**config.mk**
```make
export PLATFORM = sky130hd
export DESIGN_NAME = fetch_dispatch_ctrl
export DESIGN_NICKNAME = d
export VERILOG_FILES = /design/src/rtl/fetch_dispatch_pkg.sv /design/src/rtl/fetch_dispatch_ctrl_watchdog.sv /design/src/rtl/fetch_dispatch_ctrl.sv
export SDC_FILE = /design/constraint.sdc
export NUM_CORES = 1
export LEC_CHECK = 0
export BUFFER_PORTS_ARGS = -buffer_cell sky130_fd_sc_hd__buf_2
export CAP_MARGIN = 20
export CELL_PAD_IN_SITES_DETAIL_PLACEMENT = 0
export CELL_PAD_IN_SITES_GLOBAL_PLACEMENT = 1
export CORE_ASPECT_RATIO = 1.5
export CORE_MARGIN = 5
export CORE_UTILIZATION = 34
export CTS_BUF_LIST = sky130_fd_sc_hd__clkbuf_16
export DETAILED_ROUTE_END_ITERATION = 10
export GPL_TIMING_DRIVEN = 0
export PLACE_DENSITY = 0.68
export SLEW_MARGIN = 10
export SYNTH_ARGS = -nofsm -noshare
export SYNTH_HDL_FRONTEND = slang
export SYNTH_SLANG_ARGS = --single-unit
```
**constraint.sdc**
```tcl
create_clock -name clk -period 4.6 [get_ports clk]
set_input_delay 0.23 -clock clk [delete_from_list [all_inputs] [get_ports clk]]
set_output_delay 0.23 -clock clk [all_outputs]
set_load 0.05 [all_outputs]
```
**src/rtl/fetch_dispatch_pkg.sv**
```systemverilog
// rtl/fetch_dispatch_pkg.sv - shared encodings and opcode decode for the fetch/dispatch sequencer
package fetch_dispatch_pkg;

   typedef enum logic [2:0] {
      ST_IDLE,
      ST_FETCH,
      ST_DECODE,
      ST_EXEC,
      ST_FLUSH,
      ST_HALT,
      ST_ERROR
   } state_t;

   localparam int UNIT_W = 3;

   localparam logic [3:0] OP_NOP  = 4'h0;
   localparam logic [3:0] OP_ADDI = 4'h1;
   localparam logic [3:0] OP_SUBI = 4'h2;
   localparam logic [3:0] OP_ADD  = 4'h3;
   localparam logic [3:0] OP_SUB  = 4'h4;
   localparam logic [3:0] OP_MOV  = 4'h5;
   localparam logic [3:0] OP_LD   = 4'h6;
   localparam logic [3:0] OP_ST   = 4'h7;
   localparam logic [3:0] OP_JMP  = 4'h8;
   localparam logic [3:0] OP_HALT = 4'hF;

   localparam logic [UNIT_W-1:0] UNIT_ALUI = 3'd0;
   localparam logic [UNIT_W-1:0] UNIT_ALU  = 3'd1;
   localparam logic [UNIT_W-1:0] UNIT_MOV  = 3'd2;
   localparam logic [UNIT_W-1:0] UNIT_LDST = 3'd3;
   localparam logic [UNIT_W-1:0] UNIT_JMP  = 3'd4;

   typedef struct packed {
      logic              valid;
      logic [UNIT_W-1:0] unit;
   } unit_map_t;

   // NOP and HALT are handled by the sequencer itself, so they map to no unit.
   function automatic unit_map_t map_opcode(input logic [3:0] op);
      unit_map_t m;
      m.valid = 1'b1;
      m.unit  = UNIT_ALUI;
      case (op)
         OP_ADDI, OP_SUBI: m.unit = UNIT_ALUI;
         OP_ADD, OP_SUB:   m.unit = UNIT_ALU;
         OP_MOV:           m.unit = UNIT_MOV;
         OP_LD, OP_ST:     m.unit = UNIT_LDST;
         OP_JMP:           m.unit = UNIT_JMP;
         default:          m.valid = 1'b0;
      endcase
      return m;
   endfunction

endpackage

```
**src/rtl/fetch_dispatch_ctrl_watchdog.sv**
```systemverilog
// rtl/fetch_dispatch_ctrl_watchdog.sv - EXEC cycle counter that flags a unit that never answers
module fetch_watchdog #(
   parameter int TIMEOUT = 32
) (
   input  logic clk,
   input  logic rst,
   input  logic clr,
   input  logic en,
   output logic expired
);

   localparam int CW = $clog2(TIMEOUT);

   logic [CW-1:0] count;

   // Saturates at the terminal value so a stalled abort cannot wrap back to zero.
   always_ff @(posedge clk) begin
      if (rst || clr) begin
         count <= '0;
      end else if (en && !expired) begin
         count <= count + 1'b1;
      end
   end

   assign expired = (count == CW'(TIMEOUT - 1));

endmodule

```
**src/rtl/fetch_dispatch_ctrl.sv**
```systemverilog
// rtl/fetch_dispatch_ctrl.sv - fetches, decodes and dispatches instructions to the execution FSMs
module fetch_dispatch_ctrl
   import fetch_dispatch_pkg::*;
#(
   parameter int NUM_UNITS = 5,
   parameter int TIMEOUT   = 32
) (
   input  logic                 clk,
   input  logic                 rst,
   input  logic                 run,
   input  logic [15:0]          mem_data,
   input  logic                 mem_ready,
   input  logic [NUM_UNITS-1:0] done_vec,
   output logic                 pc_out_en,
   output logic                 mem_rd,
   output logic [15:0]          instruction,
   output logic                 pc_inc,
   output logic                 busy,
   output logic                 halted,
   output logic                 illegal,
   output logic                 timeout,
   output logic [15:0]          retired
);

   state_t            state, state_n;
   logic [15:0]       ir, ir_n;
   logic [UNIT_W-1:0] unit_sel, unit_sel_n;
   logic [15:0]       retired_n;
   logic              illegal_n, timeout_n;
   logic              done_hit;
   logic              wd_expired;
   logic              wd_clr, wd_en;
   unit_map_t         dec;

   assign dec    = map_opcode(ir[15:12]);
   assign wd_en  = (state == ST_EXEC);
   assign wd_clr = (state != ST_EXEC);

   fetch_watchdog #(.TIMEOUT(TIMEOUT)) u_watchdog (
      .clk     (clk),
      .rst     (rst),
      .clr     (wd_clr),
      .en      (wd_en),
      .expired (wd_expired)
   );

   // Only the selected unit's done counts; stray pulses from other units are ignored.
   always_comb begin
      done_hit = 1'b0;
      for (int i = 0; i < NUM_UNITS; i++) begin
         if (unit_sel == UNIT_W'(i) && done_vec[i]) begin
            done_hit = 1'b1;
         end
      end
   end

   always_ff @(posedge clk) begin
      if (rst) begin
         state <= ST_IDLE;
      end else begin
         state <= state_n;
      end
   end

   always_comb begin
      state_n    = state;
      ir_n       = ir;
      unit_sel_n = unit_sel;
      retired_n  = retired;
      illegal_n  = illegal;
      timeout_n  = timeout;
      case (state)
         ST_IDLE: begin
            if (run) state_n = ST_FETCH;
         end
         ST_FETCH: begin
            if (mem_ready) begin
               ir_n    = mem_data;
               state_n = ST_DECODE;
            end
         end
         ST_DECODE: begin
            if (ir[15:12] == OP_NOP) begin
               retired_n = retired + 16'd1;
               state_n   = ST_FLUSH;
            end else if (ir[15:12] == OP_HALT) begin
               state_n = ST_HALT;
            end else if (dec.valid) begin
               unit_sel_n = dec.unit;
               state_n    = ST_EXEC;
            end else begin
               illegal_n = 1'b1;
               state_n   = ST_ERROR;
            end
         end
         ST_EXEC: begin
            // done is checked first so a completion on the last allowed cycle still retires
            if (done_hit) begin
               retired_n = retired + 16'd1;
               state_n   = ST_FLUSH;
            end else if (wd_expired) begin
               timeout_n = 1'b1;
               state_n   = ST_ERROR;
            end
         end
         ST_FLUSH: begin
            state_n = run ? ST_FETCH : ST_IDLE;
         end
         ST_HALT:  state_n = ST_HALT;
         ST_ERROR: state_n = ST_ERROR;
         default:  state_n = ST_IDLE;
      endcase
   end

   always_ff @(posedge clk) begin
      if (rst) begin
         ir       <= '0;
         unit_sel <= '0;
         retired  <= '0;
         illegal  <= 1'b0;
         timeout  <= 1'b0;
      end else begin
         ir       <= ir_n;
         unit_sel <= unit_sel_n;
         retired  <= retired_n;
         illegal  <= illegal_n;
         timeout  <= timeout_n;
      end
   end

   // Outputs are registered from the next state so they line up with the state they describe.
   always_ff @(posedge clk) begin
      if (rst) begin
         pc_out_en   <= 1'b0;
         mem_rd      <= 1'b0;
         instruction <= '0;
         pc_inc      <= 1'b0;
         busy        <= 1'b0;
         halted      <= 1'b0;
      end else begin
         pc_out_en   <= (state_n == ST_FETCH);
         mem_rd      <= (state_n == ST_FETCH);
         instruction <= (state_n == ST_EXEC) ? ir_n : 16'h0000;
         pc_inc      <= (state_n == ST_DECODE) && (ir_n[15:12] == OP_NOP);
         busy        <= !(state_n inside {ST_IDLE, ST_HALT, ST_ERROR});
         halted      <= (state_n == ST_HALT);
      end
   end

endmodule
```
# After elaboration in Yosys (flattened, before gate mapping)

Cells that the tools add are included.

Flip-flop bits (word level): 65
Bits in latches: 0
Bits in writable memories: 0
Bits in read-only memories: 0
Input port bits: 25
Output and inout bits: 39
Word-level logic and storage cells: 93
Memories: 0

$add $sub $neg: 2
$mul: 0
Divide/modulo/power cells: 0
$lt $le $gt $ge: 0
Equal/unequal tests: 28
Shift operators: 0
Multiplexer cells: 21
Bitwise logic cells: 5
Reductions and logical operators: 25

Operators with widths:

| kind                                          | number |
|---|---|
| 2-to-1 mux 16 bit                             | 4 |
| case mux 16 bit (2 select lines)              | 1 |
| 2-to-1 mux 3 bit                              | 7 |
| case mux 3 bit (7 select lines)               | 1 |
| == test 3 x 2 -> 1 bit, second input constant | 6 |
| == test 3 bit, second input constant          | 6 |
| adder 16 x 1 -> 16 bit, second input constant | 1 |
| == test 4 x 3 -> 1 bit, second input constant | 4 |
| case mux 3 bit (4 select lines)               | 1 |
| == test 3 x 1 -> 1 bit, second input constant | 3 |
| zero test 3 bit                               | 3 |
| == test 4 x 2 -> 1 bit, second input constant | 2 |
| == test 4 bit, second input constant          | 2 |
| zero test 4 bit                               | 2 |
| AND reduction 4 bit                           | 2 |
| OR reduction 8 bit                            | 1 |
| logical AND 1 bit                             | 7 |
| 2-to-1 mux 1 bit                              | 7 |
| AND reduction 3 bit                           | 2 |
| OR reduction 2 bit                            | 3 |
| adder 5 x 1 -> 5 bit, second input constant   | 1 |
| == test 5 bit, second input constant          | 1 |
| NOT 1 bit                                     | 5 |
| == test 4 x 1 -> 1 bit, second input constant | 1 |
| other kinds (6)                               | 8 |

# Longest topological paths before layout

Word-level depth: 12
Gate-level depth with buffers: 9
Depth with buffers taken out: 7

# Modules after synthesis

From an unflattened synthesis, not the netlist that was laid out.

Cells, all modules: 335
Area total of the unflattened synthesis: 2,974.1 µm²

Modules (own cells, without submodules):

| module              | instances | cells an instance | area each (µm²) |
|---|---|---|---|
| fetch_dispatch_ctrl | 1         | 309               | 2,735.1 |
| fetch_watchdog      | 1         | 26                | 239.0 |

# Worst setup path before layout

OpenSTA, ideal clock, no wires.

Path kind: reg-to-reg
From: register u_watchdog.count[0]
To: register instruction[10]
Setup time: 57 ps
Data arrival time: 2,236 ps
Setup slack: 2,307 ps
Stages on the path, launching flop included: 10
Clock period less this slack: 2,293 ps
Cells stage by stage: dfxtp_1 ha_1 and3_1 ha_1 clkbuf_1 or2_2 or4_4 a31oi_4 buf_6 and2_4

Cells in the longest elaborated chain, start to end: 7

Ends and longest elaborated chain:

| element                         | RTL line                           | source |
|---|---|---|
| start: declaration              | fetch_dispatch_ctrl_watchdog.sv:14 | `logic [CW-1:0] count;` |
| start signal: assignment        | fetch_dispatch_ctrl_watchdog.sv:21 | `count <= count + 1'b1;` |
| == test 5 bit                   | fetch_dispatch_ctrl_watchdog.sv:25 | `assign expired = (count == CW'(TIMEOUT - 1));` |
| 2-to-1 mux 3 bit                | fetch_dispatch_ctrl.sv:101         | `end else if (wd_expired) begin` |
| 2-to-1 mux 3 bit                | fetch_dispatch_ctrl.sv:98          | `if (done_hit) begin` |
| case mux 3 bit (7 select lines) | fetch_dispatch_ctrl.sv:72          | `case (state)` |
| == test 3 x 2 -> 1 bit          | fetch_dispatch_ctrl.sv:143         | `instruction <= (state_n == ST_EXEC) ? ir_n : 16'h0000;` |
| NOT 1 bit (no line)             | -                                  |  |
| OR reduction 2 bit (no line)    | -                                  |  |
| end signal: assignment          | fetch_dispatch_ctrl.sv:143         |  |
| end: declaration                | fetch_dispatch_ctrl.sv:16          | `output logic [15:0] instruction,` |

Every way passes these cells.
A chain may end at the register's enable or synchronous reset.

# Final worst setup path

From: register u_watchdog.count[0]
To: register instruction[8]

Same word-level chain as after synthesis.

==> run summary <==
Total GRT Usage -> 14.3%
Post-synthesis compound-gate area fraction -> 12.9%
Worst Setup Start Kind -> flip-flop
Crit path launch -> u_watchdog.count[0]
Vias in the first global route -> 2564
Hold Fails Final Rpt -> 0
H-tree levels -> 3
Status -> finished clean
Worst Path Required -> 4.87 ns
Post-Layout Cell Count -> 523
Area of the multi-input gates -> 1550 um2
Slew @ Worst Pin -> 0.625 ns
N_diodes -> 0
Worst-Skew Late Latency -> 0.33 ns
Post-Synth Simple-Gate Area -> 29.8%
GP Congestion -> 0.843
CP endpoint -> instruction[8]
HP Class -> input port to flip-flop
Fmax -> 403 MHz
Total wire length -> 7460 um
Period Utilization, post-route -> 54.0%
Crit path top cell by count -> ha_1
Largest family of logic cells by synthesized area -> simple AND/OR/NAND/NOR gates
Post-synth EDFFs -> 0
Top delay family on crit path -> simple AND/OR/NAND/NOR gates
DP HPWL -> 5540 um
Overall die height -> 125 um
Largest net degree at the start of global routing -> 13
RSZ-0062 raised after global routing -> no
Slowest-stage cell, CP -> or4_4
# rows -> 42
Mapped Cells -> 335
Iter 0 DRT Violations -> 98
Via Count -> 2596
Synth top area cells -> dfxtp_1, a21oi_1, nand2_1, nor2_1, mux2_2
PortBufs -> 62
Dpl cells -> 507
Post-route ant nets -> 0
Slew Viols, Final -> 0
Core Area -> 8720 um2
Synth top area share -> 43.4%
Sequential share of the synthesized area -> 43.4%
Count of final setup violators -> 0
Stages on worst setup path -> 9
Hold_sp -> mem_data[4]
Critical path endpoint category -> flip-flop
Wirelength per Cell -> 14.3 um
WP data arrival -> 2.76 ns
CTS Buf Count -> 9
Clk slew on worst S/H paths -> 0.06 ns
P per Cell Area -> 368 nW/um2
Worst Skew -> 0.00596 ns
Boundary pin count -> 64
Post-synthesis cell area -> 3000 um2
Syn nets -> 363
GR Overflow Total -> 0
First-pass GRT wire length -> 12100 um
RR Startpoint -> u_watchdog.count[0]
Leakage -> 0.00158 uW
Fraction of layout cells with a size suffix above 1 -> 30.8%
Xor/xnor cell area share of the yosys netlist -> 0.877%
Filler cells -> 917
Main synth FF type -> dfxtp_1
Synth async-reset ratio -> 0%
Yosys reg bits -> 65
Synth area leader -> dfxtp_1
Longest Clk Path Bufs -> 2
Post-cts resize count -> 0
Nets -> 436
Final design utilization -> 42.9%
Max_cap viols -> 0
Width of the die -> 86.7 um
Reg2reg setup slack -> 2.12 ns
Reg-to-Reg End -> instruction[8]
DRC viols -> 0
Synth Area in Adders -> 1.25%
Post-CTS setup buffers -> 0
Setup Crit Path Kind -> flip-flop to flip-flop
Synth unique cells -> 57
Root buf cell -> clkbuf_16
Hold buffer count at CTS -> 0
Critical Path, Cell by Cell -> ha_1 -> and3_1 -> ha_1 -> clkbuf_1 -> or2_2 -> or4_4 -> a31oi_4 -> buf_6 -> and2_4
YS warnings -> 0
Clock sink count -> 65
Worst-path maximum fanout -> 10
Slew HR -> 58.1%
Fin Hold WS -> 0.151 ns
TritonCTS clock tree -> yes
Area Growth Syn to Fin -> 24.8%
Mux contribution to synthesized area -> 6.93%
Via-to-Cell Ratio -> 4.96
Final setup TNS -> 0 ns
Period minus WS final -> 2.48 ns
Syn avg cell area -> 8.95 um2
Bufs and invs on worst path -> 2
Register area -> 1300 um2
Die ar. -> 10800 um2
Peak VDD IR -> 0.176 mV
Reg2reg path depth -> 9
Initial antenna violation count -> 0
Initial Util -> 34.4%
Slowest stage delay, CP -> 0.44 ns
DR pass1 iterations -> 5
[cells by family after synthesis]
logic type / count (synthesis)
buf+inv: 24
simple gates: 161
xor+xnor: 3
flops: 65
mux: 19
fa+ha+maj: 3
compound gates: 60
[synth_stat cells, types with 5 or more instances]
cell and number:
a21oi_1 31, nor2_1 35, clkbuf_1 10, mux2i_1 5, dfxtp_1 65, o21ai_0 11
and2_4 10, mux2_1 5, nand2_1 40, nor2b_1 16, nand4_1 5, buf_2 5
buf_6 6, mux2_2 9, nand3_1 11
[state kept, by name, indices dropped and copies added (netlist names)]
| name | flops |
|---|---|
| busy | 1 |
| timeout | 1 |
| unit_sel | 3 |
| state | 3 |
| u_watchdog.count | 5 |
| instruction | 16 |
| halted | 1 |
| ir | 16 |
| retired | 16 |
| mem_rd | 1 |
| illegal | 1 |
| pc_inc | 1 |
[report_power, final]
part           leakage, uW  internal [uW]  switching (uW)  total, uW
clock             0.000146            418             249        667
sequential        0.000526            576            6.92        583
combinational     0.000908           47.8            79.7        128
total              0.00158           1040             335       1380
[layout by cell type (no fill, tap or decap), types with 4 or more instances in the layout]
cell type / netlist / final
a21oi_1: 31 / 31
and2_1: 4 / 4
and2_2: 4 / 4
and2_4: 10 / 10
and3_1: 4 / 4
and4_1: 4 / 4
buf_2: 5 / 67
buf_6: 6 / 6
clkbuf_1: 10 / 10
clkbuf_16: 0 / 9
dfxtp_1: 65 / 65
mux2_1: 5 / 5
mux2_2: 9 / 9
mux2i_1: 5 / 5
nand2_1: 40 / 40
nand3_1: 11 / 11
nand4_1: 5 / 5
nor2_1: 35 / 35
nor2b_1: 16 / 16
nor3_1: 4 / 4
o21ai_0: 11 / 11
[stage by stage]
stage          power, uW  setup slack [ns]  area (um2)
6_report            1380              2.12        3740
5_1_grt             1440              1.94        3740
4_1_cts             1400              2.07        3740
3_5_place_dp         724              2.09        3440
3_3_place_gp         723              2.11        3440
2_1_floorplan        685              2.31        3000
[worst min-delay path by stage]
stage                  to  slack (ns)  cells after the start
floorplan           ir[0]        0.38                      2
global placement    ir[2]        0.44                      2
detailed placement  ir[4]        0.45                      2
CTS                 ir[4]        0.14                      3
global route        ir[6]        0.16                      3
finish              ir[4]        0.15                      3
[worst reg2reg max path: cells and delay by family, from the launching register on]
| kind | cells | cell delay, ns |
|---|---|---|
| flip-flops | 1 | 0.33 |
| buffers and inverters | 2 | 0.37 |
| adder cells (fa/ha/maj) | 2 | 0.37 |
| AND/OR/NAND/NOR | 4 | 1.11 |
| AO/OA/AOI/OAI | 1 | 0.27 |
[layer usage]
metal  wire length (um)  up-vias  GRT usage, %
met5                  0        -             0
met3                452       17          3.82
li1                   -     1302             -
met1               3000     1198          15.7
met2               3820       79          25.0
met4                183        0          6.97
[layout make-up]
cell class                      count  area share, %
Buffer                             23           3.78
Clock buffer                        9           6.02
Clock inverter                      7           1.87
Inverter                            1          0.100
Multi-Input combinational cell    246           41.5
Sequential cell                    65           34.8
Tap cell                          110           3.68
Timing Repair Buffer               62           8.30
Note: power is estimated with default switching activity, not from simulation.
